$ cat config.mk
export PLATFORM = sky130hd
export DESIGN_NAME = fifo_wr_arb
export DESIGN_NICKNAME = d
export VERILOG_FILES = /design/src/rtl/fifo_arb_pkg.sv /design/src/rtl/fifo_wr_arb_rr_pick.sv /design/src/rtl/fifo_wr_arb.sv
export SDC_FILE = /design/constraint.sdc
export NUM_CORES = 1
export LEC_CHECK = 0
export ABC_AREA = 1
export CAP_MARGIN = 20
export CORE_AREA = 8 8 246 248
export DETAILED_ROUTE_END_ITERATION = 8
export DIE_AREA = 0 0 254 256
export GPL_ROUTABILITY_DRIVEN = 0
export GPL_TIMING_DRIVEN = 0
export HOLD_SLACK_MARGIN = 0.08
export PLACE_DENSITY = 0.3
export SYNTH_ARGS = -nofsm -noshare
export SYNTH_HDL_FRONTEND = slang
export SYNTH_HIERARCHICAL = 1
export SYNTH_SLANG_ARGS = --single-unit
$ cat constraint.sdc
create_clock -name clk -period 4.1 [get_ports clk]
set_input_delay 0.82 -clock clk [delete_from_list [all_inputs] [get_ports clk]]
set_output_delay 0.82 -clock clk [all_outputs]
set_load 0.1 [all_outputs]
$ cat src/rtl/fifo_arb_pkg.sv
// fifo_arb_pkg: shared FSM state type and default sizing for the FIFO write arbiter.
package fifo_arb_pkg;
  typedef enum logic [1:0] {IDLE, GRANT, HOLD} state_t;
  localparam int DATA_W_DEF = 128;
  localparam int BURST_MAX_DEF = 4;
endpackage

$ cat src/rtl/fifo_wr_arb_rr_pick.sv
// rr_pick: round-robin winner, first set req bit searching upward from last+1 with wrap.
module rr_pick #(
  parameter int N = 4,
  localparam int IW = $clog2(N)
) (
  input  logic [N-1:0]  req,
  input  logic [IW-1:0] last,
  output logic [IW-1:0] winner
);
  // Walk offsets from farthest to nearest so the nearest set bit wins.
  always_comb begin
    winner = last;
    for (int i = N; i >= 1; i--)
      if (req[IW'((int'(last) + i) % N)]) winner = IW'((int'(last) + i) % N);
  end
endmodule

$ cat src/rtl/fifo_wr_arb.sv
// fifo_wr_arb: round-robin burst arbiter steering NUM_REQ writers onto one FIFO write port.
module fifo_wr_arb
  import fifo_arb_pkg::*;
#(
  parameter int NUM_REQ = 4,
  parameter int DATA_W = DATA_W_DEF,
  parameter int BURST_MAX = BURST_MAX_DEF
) (
  input  logic                       clk,
  input  logic                       reset,
  input  logic [NUM_REQ-1:0]         req_valid,
  input  logic [NUM_REQ*DATA_W-1:0]  req_data,
  output logic [NUM_REQ-1:0]         req_ready,
  output logic                       fifo_wren,
  output logic [DATA_W-1:0]          fifo_wrdata,
  input  logic                       fifo_full,
  input  logic                       fifo_alm_full,
  output logic                       gnt_valid,
  output logic [$clog2(NUM_REQ)-1:0] gnt_id
);
  localparam int IW = $clog2(NUM_REQ);
  localparam int CW = $clog2(BURST_MAX + 1);
  state_t state, nxt;
  logic [IW-1:0] last_gnt, winner;
  logic [CW-1:0] beat_cnt;
  logic granted, sel_valid, xfer, arb, done;
  rr_pick #(.N(NUM_REQ)) u_pick (.req(req_valid), .last(last_gnt), .winner(winner));
  assign granted = state == GRANT;
  assign sel_valid = req_valid[gnt_id];
  assign xfer = granted && sel_valid && !fifo_full;
  assign arb = state == IDLE && |req_valid && !fifo_full;
  assign done = granted && (!sel_valid || (xfer && (beat_cnt == CW'(BURST_MAX - 1) || fifo_alm_full)));
  assign req_ready = (granted && !fifo_full) ? NUM_REQ'(1) << gnt_id : '0;
  assign fifo_wren = xfer;
  assign fifo_wrdata = req_data[gnt_id*DATA_W +: DATA_W];
  assign gnt_valid = granted;
  always_comb begin
    nxt = arb ? GRANT
        : done ? ((fifo_full || fifo_alm_full) ? HOLD : IDLE)
        : (state == HOLD && !fifo_alm_full) ? IDLE
        : state;
  end
  always_ff @(posedge clk or posedge reset) begin
    if (reset) state <= IDLE;
    else state <= nxt;
  end
  // The grant decision latches the winner and restarts the burst count.
  always_ff @(posedge clk or posedge reset) begin
    if (reset) begin
      gnt_id <= '0;
      last_gnt <= IW'(NUM_REQ - 1);
      beat_cnt <= '0;
    end else begin
      if (arb) begin
        gnt_id <= winner;
        beat_cnt <= '0;
      end else if (xfer) beat_cnt <= beat_cnt + 1'b1;
      if (done) last_gnt <= gnt_id;
    end
  end
endmodule

# Word level (Yosys, flattened, before mapping)
# Cells that the tools add are included.
# classes
reduce_logical	18
n_addsub	5
order_cmp	5
n_mux	25
div	0
shifts	2
n_bitwise	0
multipliers	0
eq_ne	3
# op_table
operator	n
512-bit by 10-bit indexed part select with 128-bit output	1
2-bit by 4-bit less-than comparator with 1-bit output, second input constant	4
2-bit 2-to-1 mux	8
1-bit binary-select mux with 2-bit select	5
1-bit 2-to-1 mux	9
1-bit logical AND	8
3-bit 2-to-1 mux	2
2-bit by 1-bit adder with 2-bit output, second input constant	2
2-bit adder, second input constant	2
4-bit 2-to-1 mux	1
4-bit OR reduction	1
1-bit by 2-bit left shift with 4-bit output, first input constant	1
3-bit by 1-bit adder with 3-bit output, second input constant	1
3-bit by 2-bit == test with 1-bit output, second input constant	1
1-bit zero test	3
1-bit logical OR	3
2-bit by 3-bit less-than comparator with 1-bit output, second input constant	1
3-bit nonzero test	1
2-bit by 1-bit == test with 1-bit output, second input constant	1
2-bit == test, second input constant	1
2-bit zero test	1
2-bit nonzero test	1
# word_totals
in_bits	520
wordCells	62
memories	0
rom_bits	0
latchBits	0
register_bits	9
ram_bits	0

# Logic depth before layout (Yosys ltp)
# Gate-level depths: netlist (run 1).
# depth
ltp_word	9
depth_mapped	12
depth_no_buf	11

# Hierarchy
# The synthesis (run 1) kept the hierarchy.
# by_module_without_submodules
module	instances	seq_area_each_um2	area_per_inst_um2	cells_per_inst
fifo_wr_arb	1	227.7	3527.1	659
rr_pick	1	0.0	183.9	43

# Worst setup path after synthesis (run 1)
# Ideal clock, no wire load.
# synth_timing
kind	register to output
start	register gnt_id[0]
end	output port req_ready[1]
stages_incl_launch_ff	3
setup_slack_ns	0.000
t_required_ns	3.280
t_arrival_ns	3.280
cell_sequence	dfrtp_1 inv_2 nor3_1
# synth_between
elab_chain_len	2
# synth_lines
element	line	source
start: declaration	fifo_wr_arb.sv:19	output logic [$clog2(NUM_REQ)-1:0] gnt_id
start signal: assignment	fifo_wr_arb.sv:55	gnt_id <= winner;
1-bit by 2-bit left shift with 4-bit output	fifo_wr_arb.sv:33	assign req_ready = (granted && !fifo_full) ? NUM_REQ'(1) << gnt_id : '0;
4-bit 2-to-1 mux	fifo_wr_arb.sv:33	
end: declaration	fifo_wr_arb.sv:13	output logic [NUM_REQ-1:0] req_ready,
# No other way between the ends.

# Worst setup path in the final report (run 1)
# layout_timing
start	register gnt_id[1]
end	output port fifo_wrdata[95]
# layout_between
elab_chain_len	1
# layout_lines
element	line	source
512-bit by 10-bit indexed part select with 128-bit output	fifo_wr_arb.sv:35	assign fifo_wrdata = req_data[gnt_id*DATA_W +: DATA_W];
end: declaration	fifo_wr_arb.sv:15	output logic [DATA_W-1:0] fifo_wrdata,
# No other way between the ends.

==> results of run 1 <==
-- path summary, 6_finish.rpt --
check / end / from / slack, ns / cells past startpoint
max reg2reg: gnt_id[1]$_DFFE_PP0P_ / last_gnt[0]$_DFFE_PP1P_ / 2.57 / 11
min: last_gnt[0]$_DFFE_PP1P_ / last_gnt[0]$_DFFE_PP1P_ / 0.50 / 2
min reg2reg: last_gnt[0]$_DFFE_PP1P_ / last_gnt[0]$_DFFE_PP1P_ / 0.50 / 2
max: fifo_wrdata[95] / gnt_id[1]$_DFFE_PP0P_ / 0.14 / 7
min in group asynchronous: gnt_id[1]$_DFFE_PP0P_ / reset / 0.86 / 2
max in group asynchronous: last_gnt[0]$_DFFE_PP1P_ / reset / 2.94 / 2
-- worst max-delay path: cells and delay by family, from the launching register on --
| family | cells | cell delay [ns] |
|---|---|---|
| compound gates | 1 | 0.15 |
| flops | 1 | 0.40 |
| buf+inv | 4 | 2.09 |
| simple gates | 2 | 0.24 |
-- repair_timing --
action                     4_1_cts  5_1_grt
hold buffers                     0        0
setup endpoints to repair        4       12
resized for setup                4       12
-- per-layer routing --
layer,track usage,vias up,part of all wire
met4,0.00779,12,0.0077
met1,0.156,3554,0.37
met3,0.0579,38,0.11
li1,-,3756,-
met5,0,-,0.0015
met2,0.276,429,0.51
-- flip-flops by register name, summed over array words and instances (netlist names) --
register	cells
beat_cnt	3
gnt_id	2
last_gnt	2
state	2
-- per-stage QoR --
| stage | instances | hold WS (ns) | utilization | setup slack (ns) | instance area [sq um] |
|---|---|---|---|---|---|
| floorplan | 702 | 0.469 | - | 0.0112 | 3720 |
| global placement | 2122 | 0.487 | 0.198 | 0.0296 | 11200 |
| detailed placement | 2122 | 0.498 | 0.198 | 0.0292 | 11200 |
| CTS | 2126 | 0.505 | 0.199 | 0.0104 | 11300 |
| global route | 2127 | 0.530 | 0.200 | 0.0000133 | 11300 |
| finish | 2128 | 0.501 | 0.200 | 0.140 | 11300 |
-- cell usage in the layout, fill, tap and decap left out, drive strengths merged --
cell type and count:
dlymetal6s2s 12, clkdlybuf4s50 639, nor2 10, diode 2, dfstp 2, nand3b 2
dlygate4sd2 4, buf 58, nand4 16, nand3 126, dfrtp 7, nand2 338
o21ai 5, or2 1, clkbuf 4, a21oi 2, ha 2, nor3 3
inv 18, a22oi 112
-- cell usage after synthesis (all sizes together) --
cell type  number  area (sq um)
a21oi           2          10.0
a22oi         112           841
buf            58           428
dfrtp           7           175
dfstp           2          52.6
ha              2          25.0
inv            18          70.1
nand2         338          1270
nand3         126           636
nand3b          2          15.0
nand4          16           100
nor2           10          40.0
nor3            3          15.0
o21ai           5          28.8
or2             1          6.26
-- layout make-up --
type / count / area, sq um / share of cell area
inverters: 18 / 70.1 / 0.00618
repair buffers: 655 / 6580 / 0.580
multi-input cells: 617 / 2990 / 0.264
clock buffers: 4 / 78.8 / 0.00695
plain buffers: 58 / 428 / 0.0377
diodes: 2 / 5.00 / 0.000441
flip-flops and latches: 9 / 228 / 0.0201
well taps: 765 / 957 / 0.0844
-- logic make-up (layout without fill, tap and decap cells) --
family,count (synthesis),after routing,synth area share
compound gates,119,119,0.237
simple gates,496,496,0.561
other cells,0,2,0
buf+inv,76,735,0.134
flops,9,9,0.0614
fa+ha+maj,2,2,0.00674
==> flow_metrics.env, run 1 <==
export IMPL_status="finished clean"
export IMPL_path_cells="buf_6, nor2_1, buf_2, buf_2, a22oi_1, nand3_1, clkdlybuf4s50_1"
export IMPL_core_area_sq_um=56800
export IMPL_clockBufferDepth=2
export IMPL_rows=88
export IMPL_areaGrowthSynthToFinish_pct=206
export IMPL_cts_reportedPaths_clkPinSlew_ns=0.04
export IMPL_ant_nets=0
export IMPL_firstDrtPassIters=5
export IMPL_grt_max_degree=11
export IMPL_maxSlewViolCount=0
export IMPL_setup_violations_final=0
export IMPL_grt_antenna_before_repair=19
export IMPL_routed_wl_um=51100
export IMPL_grt_pass1_vias=8398
export IMPL_viasPerCell=3.66
export IMPL_crit_top_cell="buf_2"
export IMPL_io_pins=656
export IMPL_finalCritPeriodShare=0.966
export IMPL_slew_limit_headroom=0.240
export IMPL_synth_seq_cells=9
export IMPL_gr_total_overflow=0
export IMPL_startpoint_type="flip-flop"
export IMPL_drc=0
export IMPL_synth_warnings=6
export IMPL_required_ns=3.28
export IMPL_die_w_um=254
export IMPL_syn_num_nets=1224
export IMPL_hold_violations=0
export IMPL_vias=7789
export IMPL_clk_latency_ns=0.24
export IMPL_grt_util_all_layers=0.146
export IMPL_slowest_stage="clkdlybuf4s50_1"
export IMPL_ys_types=23
export IMPL_yosysSeqAreaShare=0.0614
export IMPL_grt_pass1_wl_um=68200
export IMPL_cp_arrival_ns=3.14
export IMPL_htree_levels=1
export IMPL_layout_drive_gt1_share=0.0522
export IMPL_finClkSkew_ns=0.00239
export IMPL_avgSynthCellArea_sq_um=5.29
export IMPL_tns_ns=0
export IMPL_die_h_um=256
export IMPL_fmax_mhz=253
export IMPL_final_nets=1884
export IMPL_detailed_place_hpwl_um=45200
export IMPL_min_period_ns=3.96
export IMPL_port_buffers=655
export IMPL_syn_cell_area_sq_um=3710
export IMPL_clockRootBuffer="clkbuf_16"
export IMPL_hold_path_class="flip-flop to flip-flop"
export IMPL_start_util=0.0653
export IMPL_drtIter0Drc=384
export IMPL_cts_buffers=3
export IMPL_wire_per_inst_um=24.0
export IMPL_critPathMaxStageDelay_ns=1.19
export IMPL_worst_pin_slew_ns=1.14
export IMPL_cts_tree="done"
export IMPL_critPathMaxFanout=10
export IMPL_drv_cap=0
export IMPL_clock_sinks=9
export IMPL_postCtsSetupBuffers=0
export IMPL_fillers=6555
export IMPL_die_area_sq_um=65000
export IMPL_syn_inst=702
export IMPL_path_class="flip-flop to output pin"
export IMPL_rsz0062_at_grt="false"
export IMPL_endpoint_kind="output pin"
Power of run 1 is not shown: default switching activity piles up to over one toggle a cycle in this logic, so the estimate is an artifact.
==> run 2: changes to the inputs <==
- CORE_AREA: 8 8 246 248 -> 5 5 250 252
- DIE_AREA: 0 0 254 256 -> 0 0 255 257
- SKIP_LAST_GASP: not set -> 1
==> flow_metrics.env, run 2 (synthesis results as in run 1) <==
export IMPL_wire_per_inst_um=24.3
export IMPL_regMostFlops="beat_cnt"
export IMPL_min_period_ns=3.98
export IMPL_setup_violations_final=0
export IMPL_die_h_um=257
export IMPL_drc=0
export IMPL_hold_ws_ns=0.498
export IMPL_clockRootBuffer="clkbuf_16"
export IMPL_routed_wl_um=52200
export IMPL_grt_pass1_wl_um=68500
export IMPL_reg2reg_slack_ns=2.55
export IMPL_ant_nets=0
export IMPL_final_nets=1886
export IMPL_grt_util_all_layers=0.147
export IMPL_start_util=0.0619
export IMPL_path_cells="clkdlybuf4s50_1, nand2_1, nand2_1, nand2_1, nand2_1, nand2_1, inv_1, clkdlybuf4s50_1"
export IMPL_final_common_cell="clkdlybuf4s50_1"
export IMPL_hold_violations=0
export IMPL_finClkSkew_ns=0.000567
export IMPL_final_cell_mix="609 x clkdlybuf4s50_1, 338 x nand2_1, 125 x nand3_1"
export IMPL_crit_top_cell="nand2_1"
export IMPL_rows=90
export IMPL_hold_path_class="flip-flop to flip-flop"
export IMPL_grt_max_degree=11
export IMPL_die_area_sq_um=65500
export IMPL_largest_reg_flops=3
export IMPL_critPathMaxStageDelay_ns=1.14
export IMPL_postCtsSetupBuffers=0
export IMPL_finalCritPeriodShare=0.970
export IMPL_clockBufferDepth=2
export IMPL_r2r_start="last_gnt[0]$_DFFE_PP1P_"
export IMPL_cp_arrival_ns=3.16
export IMPL_areaGrowthSynthToFinish_pct=207
export IMPL_multi_input_area_sq_um=2990
export IMPL_startpoint="req_valid[3]"
export IMPL_endpoint_kind="output pin"
export IMPL_io_pins=656
export IMPL_grt_antenna_before_repair=29
export IMPL_clk_latency_ns=0.23
export IMPL_design_area_sq_um=11400
export IMPL_cts_reportedPaths_clkPinSlew_ns=0.04
export IMPL_rsz0062_at_grt="false"
export IMPL_slowest_stage="clkdlybuf4s50_1"
export IMPL_worst_pin_slew_ns=1.11
export IMPL_layout_drive_gt1_share=0.0536
export IMPL_path_class="input pin to output pin"
export IMPL_maxSlewViolCount=0
export IMPL_rr_endpoint="gnt_id[1]$_DFFE_PP0P_"
export IMPL_cts_tree="done"
export IMPL_critPathMaxFanout=5
export IMPL_firstDrtPassIters=5
export IMPL_slew_limit_headroom=0.257
export IMPL_port_buffers=655
export IMPL_clock_sinks=9
export IMPL_cts_buffers=3
export IMPL_crit_path_end="fifo_wren"
export IMPL_gr_total_overflow=0
export IMPL_required_ns=3.28
export IMPL_fmax_mhz=251
export IMPL_dpl_cell_area_sq_um=11300
export IMPL_fillers=6899
export IMPL_drtIter0Drc=382
export IMPL_detailed_place_hpwl_um=46000
export IMPL_tns_ns=0
export IMPL_vias=7898
export IMPL_grt_pass1_vias=8490
export IMPL_core_area_sq_um=59900
export IMPL_final_seq_area_sq_um=228
export IMPL_r2r_cells=11
export IMPL_startpoint_type="input pin"
export IMPL_drv_cap=0
export IMPL_viasPerCell=3.67
export IMPL_htree_levels=1
export IMPL_status="finished clean"
export IMPL_die_w_um=255
-- run 2: cell count changes in the layout (fill, tap and decap cells not counted), sizes merged --
cell / previous run / this run
diode: 2 / 5
buf: 58 / 60
dlygate4sd2: 4 / 28
clkdlybuf4s50: 639 / 609
dlymetal6s2s: 12 / 18
-- run 2: timing repair --
action / 4_1_cts / 5_1_grt
pin swaps: 0 / 0
hold buffers: 0 / 0
gates cloned: 0 / 0
resized for setup: 28 / 18
setup endpoints to repair: 28 / 18
-- run 2: worst max-delay path, delay by kind of cell --
kind	cells	cell delay, ns
buffers and inverters	3	1.78
AND/OR/NAND/NOR	5	0.56
-- run 2: per-layer routing --
layer	wire length [um]	vias to the layer above	part of all wire	GRT usage
li1	-	3765	-	-
met1	20000	3580	0.38	0.164
met2	26300	483	0.50	0.272
met3	4880	62	0.093	0.0501
met4	943	8	0.018	0.0272
met5	55	-	0.0011	0
-- run 2: worst min-delay path by stage --
stage / start / to / slack, ns / cells past startpoint
final: last_gnt[0]$_DFFE_PP1P_ / last_gnt[0]$_DFFE_PP1P_ / 0.50 / 2
after global routing: last_gnt[0]$_DFFE_PP1P_ / last_gnt[0]$_DFFE_PP1P_ / 0.53 / 2
after CTS: last_gnt[0]$_DFFE_PP1P_ / last_gnt[0]$_DFFE_PP1P_ / 0.50 / 2
after detailed placement: last_gnt[0]$_DFFE_PP1P_ / last_gnt[0]$_DFFE_PP1P_ / 0.49 / 2
after global placement: last_gnt[0]$_DFFE_PP1P_ / last_gnt[0]$_DFFE_PP1P_ / 0.49 / 2
after floorplan: beat_cnt[2]$_DFFE_PP0P_ / beat_cnt[2]$_DFFE_PP0P_ / 0.47 / 2
-- run 2: area by class of cell --
type,count,area share
Timing Repair Buffer,657,0.580
Multi-Input combinational cell,617,0.262
Tap cell,782,0.0858
Buffer,58,0.0375
Sequential cell,9,0.0200
Clock buffer,4,0.00691
Inverter,18,0.00614
Antenna cell,5,0.00110
-- run 2: per-stage QoR --
| stage | setup slack [ns] | cells | util |
|---|---|---|---|
| 2_1_floorplan | 0.0112 | 702 | - |
| 3_3_place_gp | -0.0521 | 2139 | 0.188 |
| 3_5_place_dp | -0.0665 | 2141 | 0.189 |
| 4_1_cts | 0.00124 | 2145 | 0.189 |
| 5_1_grt | 0.00159 | 2148 | 0.190 |
| 6_report | 0.123 | 2150 | 0.190 |
Power of run 2 is left out for the same reason.
==> run 3: changes to the inputs <==
- SETUP_SLACK_MARGIN: not set -> 0.4
==> flow_metrics.env, run 3 (synthesis results as in run 1) <==
export IMPL_critPathMaxFanout=10
export IMPL_start_util=0.0619
export IMPL_largest_reg_flops=3
export IMPL_hold_violations=0
export IMPL_wire_per_inst_um=23.3
export IMPL_fin_ws_ns=0.548
export IMPL_use_met1=0.152
export IMPL_routed_wl_um=50200
export IMPL_htree_levels=1
export IMPL_finClkSkew_ns=0.000723
export IMPL_worst_pin_slew_ns=1.02
export IMPL_cp_top_family="buffers and inverters"
export IMPL_postCtsSetupBuffers=0
export IMPL_ant_nets=0
export IMPL_layout_drive_gt1_share=0.123
export IMPL_pre_cts_ws_ns=-0.0204
export IMPL_maxSlewViolCount=0
export IMPL_path_cells="buf_6, nor2_1, buf_2, buf_2, a22oi_1, nand3_1, dlygate4sd2_1"
export IMPL_crit_buf_inv=4
export IMPL_use_met3=0.0454
export IMPL_drtIter0Drc=342
export IMPL_clock_sinks=9
export IMPL_die_h_um=257
export IMPL_critPathMaxStageDelay_ns=0.88
export IMPL_clockRootBuffer="clkbuf_16"
export IMPL_min_period_ns=3.55
export IMPL_status="finished clean"
export IMPL_hold_path_class="flip-flop to flip-flop"
export IMPL_grt_pass1_wl_um=65600
export IMPL_fillers=6916
export IMPL_finalCritPeriodShare=0.866
export IMPL_final_cell_mix="522 x clkdlybuf4s50_1, 338 x nand2_1, 125 x nand3_1"
export IMPL_firstDrtPassIters=4
export IMPL_setup_violations_final=0
export IMPL_vias=7773
export IMPL_required_ns=3.28
export IMPL_rows=90
export IMPL_use_met2=0.266
export IMPL_final_seq_area_sq_um=228
export IMPL_viasPerCell=3.62
export IMPL_grt_max_degree=11
export IMPL_cts_tree="done"
export IMPL_drc=0
export IMPL_final_common_cell="clkdlybuf4s50_1"
export IMPL_instances_no_fill=2150
export IMPL_clockBufferDepth=2
export IMPL_dpl_cell_area_sq_um=11300
export IMPL_crit_top_cell="buf_2"
export IMPL_slew_limit_headroom=0.316
export IMPL_die_area_sq_um=65500
export IMPL_path_class="flip-flop to output pin"
export IMPL_cts_buffers=3
export IMPL_dp_cells=2139
export IMPL_grt_util_all_layers=0.140
export IMPL_cts_reportedPaths_clkPinSlew_ns=0.04
export IMPL_slowest_stage="dlygate4sd2_1"
export IMPL_grt_pass1_vias=8375
export IMPL_grt_antenna_before_repair=27
export IMPL_endpoint_kind="output pin"
export IMPL_drv_cap=0
export IMPL_clk_latency_ns=0.23
export IMPL_design_area_sq_um=11000
export IMPL_detailed_place_hpwl_um=44400
export IMPL_busiest_layer="met2"
export IMPL_core_area_sq_um=59900
export IMPL_io_pins=656
export IMPL_regMostFlops="beat_cnt"
export IMPL_final_nets=1884
export IMPL_startpoint_type="flip-flop"
export IMPL_areaGrowthSynthToFinish_pct=197
export IMPL_gr_total_overflow=0
export IMPL_multi_input_area_sq_um=3000
export IMPL_die_w_um=255
export IMPL_hold_ws_ns=0.500
export IMPL_rsz0062_at_grt="false"
export IMPL_cp_arrival_ns=2.73
export IMPL_fmax_mhz=282
export IMPL_port_buffers=655
## run 3: changes by cell type in the layout (fill, tap and decap cells not counted), sizes merged
cell           change
clkdlybuf4s15     +39
clkbuf            +68
buf                -2
dlymetal6s2s      -12
dlygate4sd2        -8
clkdlybuf4s50     -87
diode              +2
## run 3: path summary, 6_finish.rpt
path / from / endpoint / slack, ns / cells past startpoint
max reg2reg: last_gnt[0]$_DFFE_PP1P_ / gnt_id[1]$_DFFE_PP0P_ / 2.55 / 11
max in group asynchronous: reset / last_gnt[1]$_DFFE_PP1P_ / 2.88 / 2
max: gnt_id[1]$_DFFE_PP0P_ / fifo_wrdata[29] / 0.55 / 7
min: beat_cnt[2]$_DFFE_PP0P_ / beat_cnt[2]$_DFFE_PP0P_ / 0.50 / 2
min reg2reg: beat_cnt[2]$_DFFE_PP0P_ / beat_cnt[2]$_DFFE_PP0P_ / 0.50 / 2
min in group asynchronous: reset / gnt_id[1]$_DFFE_PP0P_ / 0.89 / 2
## run 3: timing repair
action / CTS / global route
endpoints found under the setup margin: 127 / 86
gates resized for setup: 199 / 136
gates cloned: 0 / 0
endpoints found under the hold margin: 0 / 0
hold buffers: 0 / 0
## run 3: metrics by stage
step / util / TNS (ns)
finish: 0.184 / 0
global route: 0.184 / 0
CTS: 0.188 / 0
detailed placement: 0.188 / -0.0204
global placement: 0.188 / 0
floorplan: - / 0
## run 3: layout make-up
class                   count  share of cell area
flip-flops and latches      9              0.0206
plain buffers              58              0.0388
repair buffers            655               0.565
multi-input cells         617               0.271
well taps                 782              0.0887
clock buffers               4             0.00714
inverters                  18             0.00635
diodes                      7             0.00159
## run 3: per-layer routing
layer  vias to the layer above  routed length, um
li1                       3767                  -
met1                      3473              18600
met2                       455              25500
met3                        62               4830
met4                        16               1070
met5                         -                114
## run 3: worst register-to-register path: cells and delay by family, from the launching register on
kind | cells | cell delay (ns)
buf+inv | 3 | 0.26
simple gates | 6 | 0.39
compound gates | 2 | 0.29
flops | 1 | 0.54
Power of run 3 is left out for the same reason.
